**config.mk**
```make
export PLATFORM = sky130hd
export DESIGN_NAME = sram_pixel_fetch
export DESIGN_NICKNAME = d
export VERILOG_FILES = /design/src/rtl/sram_pixel_fetch_pkg.sv /design/src/rtl/sram_pixel_fetch_rgb332_to_444.sv /design/src/rtl/sram_pixel_fetch.sv
export SDC_FILE = /design/constraint.sdc
export NUM_CORES = 1
export LEC_CHECK = 0
export BUFFER_PORTS_ARGS = -buffer_cell sky130_fd_sc_hd__buf_2
export CORE_MARGIN = 8
export CORE_UTILIZATION = 46
export CTS_BUF_LIST = sky130_fd_sc_hd__clkbuf_8
export DETAILED_ROUTE_END_ITERATION = 6
export PLACE_DENSITY = 0.82
export SETUP_SLACK_MARGIN = 0.4
export SYNTH_ARGS = -nofsm -noshare
export SYNTH_HDL_FRONTEND = slang
export SYNTH_HIERARCHICAL = 1
export SYNTH_SLANG_ARGS = --single-unit
```
**constraint.sdc**
```tcl
create_clock -name clk -period 5.01 [get_ports clk]
set_input_delay 0.2505 -clock clk [delete_from_list [all_inputs] [get_ports clk]]
set_output_delay 0.2505 -clock clk [all_outputs]
set_load 0.005 [all_outputs]
```
**src/rtl/sram_pixel_fetch_pkg.sv**
```systemverilog
// Shared screen constants and RGB332 -> RGB444 colour expansion for the video pixel stages.
package sram_pixel_fetch_pkg;

    localparam int H_VIS    = 640;
    localparam int V_VIS    = 480;
    localparam int PIPE_LAT = 3;

    // Replicate the top bits of each channel so full-scale inputs map to full-scale outputs.
    function automatic logic [11:0] rgb332_to_444(input logic [7:0] d);
        return {d[7:5], d[7], d[4:2], d[4], d[1:0], d[1:0]};
    endfunction

endpackage

```
**src/rtl/sram_pixel_fetch_rgb332_to_444.sv**
```systemverilog
// Purpose: combinational RGB332 to RGB444 expansion leaf, reused by sprite stages.
// Latency: 0 cycles (pure combinational).
// Backpressure: none; output follows input.
module rgb332_to_444
    import sram_pixel_fetch_pkg::*;
(
    input  logic [7:0]  rgb332,
    output logic [11:0] rgb444
);

    assign rgb444 = rgb332_to_444(rgb332);

endmodule

```
**src/rtl/sram_pixel_fetch.sv**
```systemverilog
// Purpose: maps the VGA scan position onto a 2x-scaled 320x200 SRAM image and colours each pixel.
// Latency: 3 clk from pixel_x/pixel_y/video_on to rgb_o/rgb_valid.
// Backpressure: none; a new scan position is accepted every clk.
module sram_pixel_fetch
    import sram_pixel_fetch_pkg::*;
#(
    parameter int                    IMG_W      = 320,
    parameter int                    IMG_H      = 200,
    parameter int                    Y_OFFSET   = 40,
    parameter int                    ADDR_WIDTH = 16,
    parameter int                    DATA_WIDTH = 8,
    parameter logic [DATA_WIDTH-1:0] KEY_COLOR  = 8'hE3,
    parameter logic [11:0]           BG_COLOR   = 12'h000
) (
    input  logic                  clk,
    input  logic                  reset,
    input  logic                  video_on,
    input  logic [9:0]            pixel_x,
    input  logic [9:0]            pixel_y,
    output logic                  sram_en,
    output logic                  sram_we,
    output logic [ADDR_WIDTH-1:0] sram_addr,
    input  logic [DATA_WIDTH-1:0] sram_data_o,
    output logic [11:0]           rgb_o,
    output logic                  rgb_valid
);

    localparam logic [9:0] Y_LO = 10'(Y_OFFSET);
    localparam logic [9:0] Y_HI = 10'(Y_OFFSET + 2 * IMG_H);
    localparam logic [9:0] X_HI = 10'(2 * IMG_W);

    logic                  in_win;
    logic [9:0]            y_rel;
    logic [ADDR_WIDTH-1:0] ix;
    logic [ADDR_WIDTH-1:0] iy;
    logic [ADDR_WIDTH-1:0] addr_nxt;
    logic                  vis1, win1, vis2, win2;
    logic [11:0]           rgb_exp;

    assign sram_we = 1'b0;

    // iy*320 as two shifts; the largest address is 63999 so nothing wraps.
    always_comb begin
        in_win   = video_on && (pixel_y >= Y_LO) && (pixel_y < Y_HI) && (pixel_x < X_HI);
        y_rel    = pixel_y - Y_LO;
        ix       = ADDR_WIDTH'(pixel_x >> 1);
        iy       = ADDR_WIDTH'(y_rel >> 1);
        addr_nxt = (iy << 8) + (iy << 6) + ix;
    end

    rgb332_to_444 u_expand (
        .rgb332 (sram_data_o),
        .rgb444 (rgb_exp)
    );

    always_ff @(posedge clk) begin
        if (reset) begin
            sram_en   <= 1'b0;
            sram_addr <= '0;
            vis1      <= 1'b0;
            win1      <= 1'b0;
            vis2      <= 1'b0;
            win2      <= 1'b0;
            rgb_o     <= 12'h000;
            rgb_valid <= 1'b0;
        end else begin
            sram_en <= in_win;
            if (in_win) begin
                sram_addr <= addr_nxt;
            end
            vis1 <= video_on;
            win1 <= in_win;
            vis2 <= vis1;
            win2 <= win1;
            // SRAM data is only trusted when the pixel was inside the window.
            if (!vis2) begin
                rgb_o     <= 12'h000;
                rgb_valid <= 1'b0;
            end else if (!win2 || (sram_data_o == KEY_COLOR)) begin
                rgb_o     <= BG_COLOR;
                rgb_valid <= 1'b1;
            end else begin
                rgb_o     <= rgb_exp;
                rgb_valid <= 1'b1;
            end
        end
    end

endmodule

```
==> qor.yml <==
start_util: 0.467
rsz0062_at_grt: "false"
max_freq_mhz: 419
wl_um: 3600
numCtsBuffers: 5
ys_seq_area_frac: 0.364
yosysMostFrequentCell: "dfxtp_1"
via_per_inst: 4.88
avgSynthCellArea_um2: 9.70
yosys-top-cells-area: "dfxtp_1, ha_1, mux2i_1"
syn-instance-count: 187
area_growth_pct: 17.7
synth_ff_type: "dfxtp_1"
worstHoldPathType: "primary input to flop"
ctsHtreeMaxLevel: 2
grt_max_degree: 22
wire_per_inst_um: 12.5
dieArea_mm2: 0.00621
track_usage: 0.120
dp_hpwl_um: 2890
first_global_vias: 1424
n_antenna_cell: 0
drc_errors: 0
skew_ns: 0.00505
ctsResizeCount: 0
ys_warn_count: 6
worstPathMaxFanout: 5
ir_drop_mv: 0.201
syn-num-nets: 238
cts-root-buf: "clkbuf_8"
num_rows: 23
portBuffers: 59
num-fill-cells: 385
netlist_top_cells_count: "dfxtp_1, ha_1, nor2_1, buf_4, and2_1"
synth_async_sr_flop_share: 0
synth_top_area_cell: "dfxtp_1"
clk_pin_slew_ns: 0.07
synth_area_mm2: 0.00181
synth.ff_latch_count: 33
cts_setup_buffers: 0
coreArea_mm2: 0.00388
yosysTopAreaCellShare: 0.364
antenna_found_initial: 0
cts_buffer_depth: 2
antenna_left: 0
clock_latency_ns: 0.28
slew_violations: 0
powerDensity_mw_per_mm2: 294
cap_violations: 0
worst_hold_slack_ns: 0.176
required_ns: 5.21
drt_pass1_iterations: 4
cts_tree: "done"
setup.worst_path.start_class: "primary input"
crit_arrival_ns: 2.59
grt_overflow: 0
setup_tns_ns: 0
ctsHoldBuffers: 0
gp_congestion: 0.865
period_share: 0.477
path_class: "primary input to flop"
die_h_um: 78.8
cp-end-kind: "flop"
grt_pass1_wl_um: 6020
drtIter0Drc: 48
setup_viol: 0
hold_depth: 2
hold_violations: 0
boundaryPins: 62
fin_nets: 287
synth_edf_count: 0
r2r_cells: 3
vias: 1400
power_leakage_nw: 1.03
yosysUniqueCellTypes: 41
drive_gt1_frac: 0.321
cts_sinks: 33
status: "completed"
fin_crit_ns: 2.39
die_x_um: 78.8
[stage by stage]
step                power, W   util  setup slack (ns)  std cells  instance area (um^2)
floorplan           0.000402      -              2.63        187                  1810
global placement    0.000435  0.527              2.33        279                  2050
detailed placement  0.000440  0.527              2.34        279                  2050
CTS                 0.000631  0.549              2.61        287                  2130
global route        0.000670  0.549              2.35        287                  2130
finish              0.000627  0.549              2.62        287                  2130
[power by group]
| group | internal [W] | switching [W] | total [W] |
|---|---|---|---|
| Clock | 0.0000957 | 0.0000969 | 0.000193 |
| Sequential | 0.000272 | 0.00000405 | 0.000276 |
| Combinational | 0.0000753 | 0.0000835 | 0.000159 |
[critical path, stage by stage]
cell and delay, ns:
buf_2 0.13, inv_1 0.08, ha_1 0.23, nor2b_1 0.15, nor2_1 0.06, xor2_1 0.15, ha_1 0.30, ha_1 0.34
a21oi_1 0.20, nor2_1 0.07, a211oi_1 0.26, a21oi_1 0.12, o32ai_2 0.24
[cell usage in the layout, fill, tap and decap left out, types with 2 or more instances in the layout]
cell      netlist  layout
buf_2           0      59
dfxtp_1        33      33
ha_1           18      18
nor2_1         16      16
and2_1         12      12
mux2i_1        10      10
inv_1           8       8
o21ai_0         7       7
nor2b_1         6       6
xnor2_1         5       5
nand2_1         5       5
nand2b_1        5       5
a21oi_1         5       5
clkbuf_8        0       5
xor2_1          4       4
o21a_1          3       3
and3_1          2       2
a31oi_1         2       2
a211oi_2        2       2
a211oi_1        2       2
nor3_1          2       2
o22ai_1         2       2
or3_1           2       2
fa_1            2       2
clkinv_2        0       2
[state kept, by name, indices dropped and copies added (netlist names)]
name,count
rgb_o,12
win2,1
vis1,1
vis2,1
rgb_valid,1
win1,1
sram_addr,16
[per-layer routing]
layer  global-route usage  wire length (um)  vias to the layer above
li1                     -                 -                      720
met1                0.119              1490                      642
met2                0.214              1810                       34
met3               0.0553               246                        4
met4               0.0481                46                        0
met5                    0                 0                        -
[layout make-up]
cell class                      count  area, um^2  area share
Clock buffer                        5        68.8      0.0323
Inverter                            8        30.0      0.0141
Tap cell                           50        62.6      0.0293
Multi-Input combinational cell    128         991       0.465
Clock inverter                      3        17.5     0.00821
Sequential cell                    33         661       0.310
Timing Repair Buffer               60         303       0.142
[kinds of logic after synthesis]
family,synth area share
other cells,0.00207
compound gates,0.120
simple gates,0.179
xor+xnor,0.0435
mux,0.0552
flops,0.364
fa+ha+maj,0.146
buf+inv,0.0890
[path summary, 6_finish.rpt]
kind	from	end	slack [ns]
max	pixel_y[3]	sram_addr[15]	2.62
min	sram_data_o[6]	rgb_o[10]	0.18
max reg2reg	vis2	rgb_o[11]	4.01
min reg2reg	vis1	vis2	0.44
No activity file was read; power rests on OpenSTA's default activity.
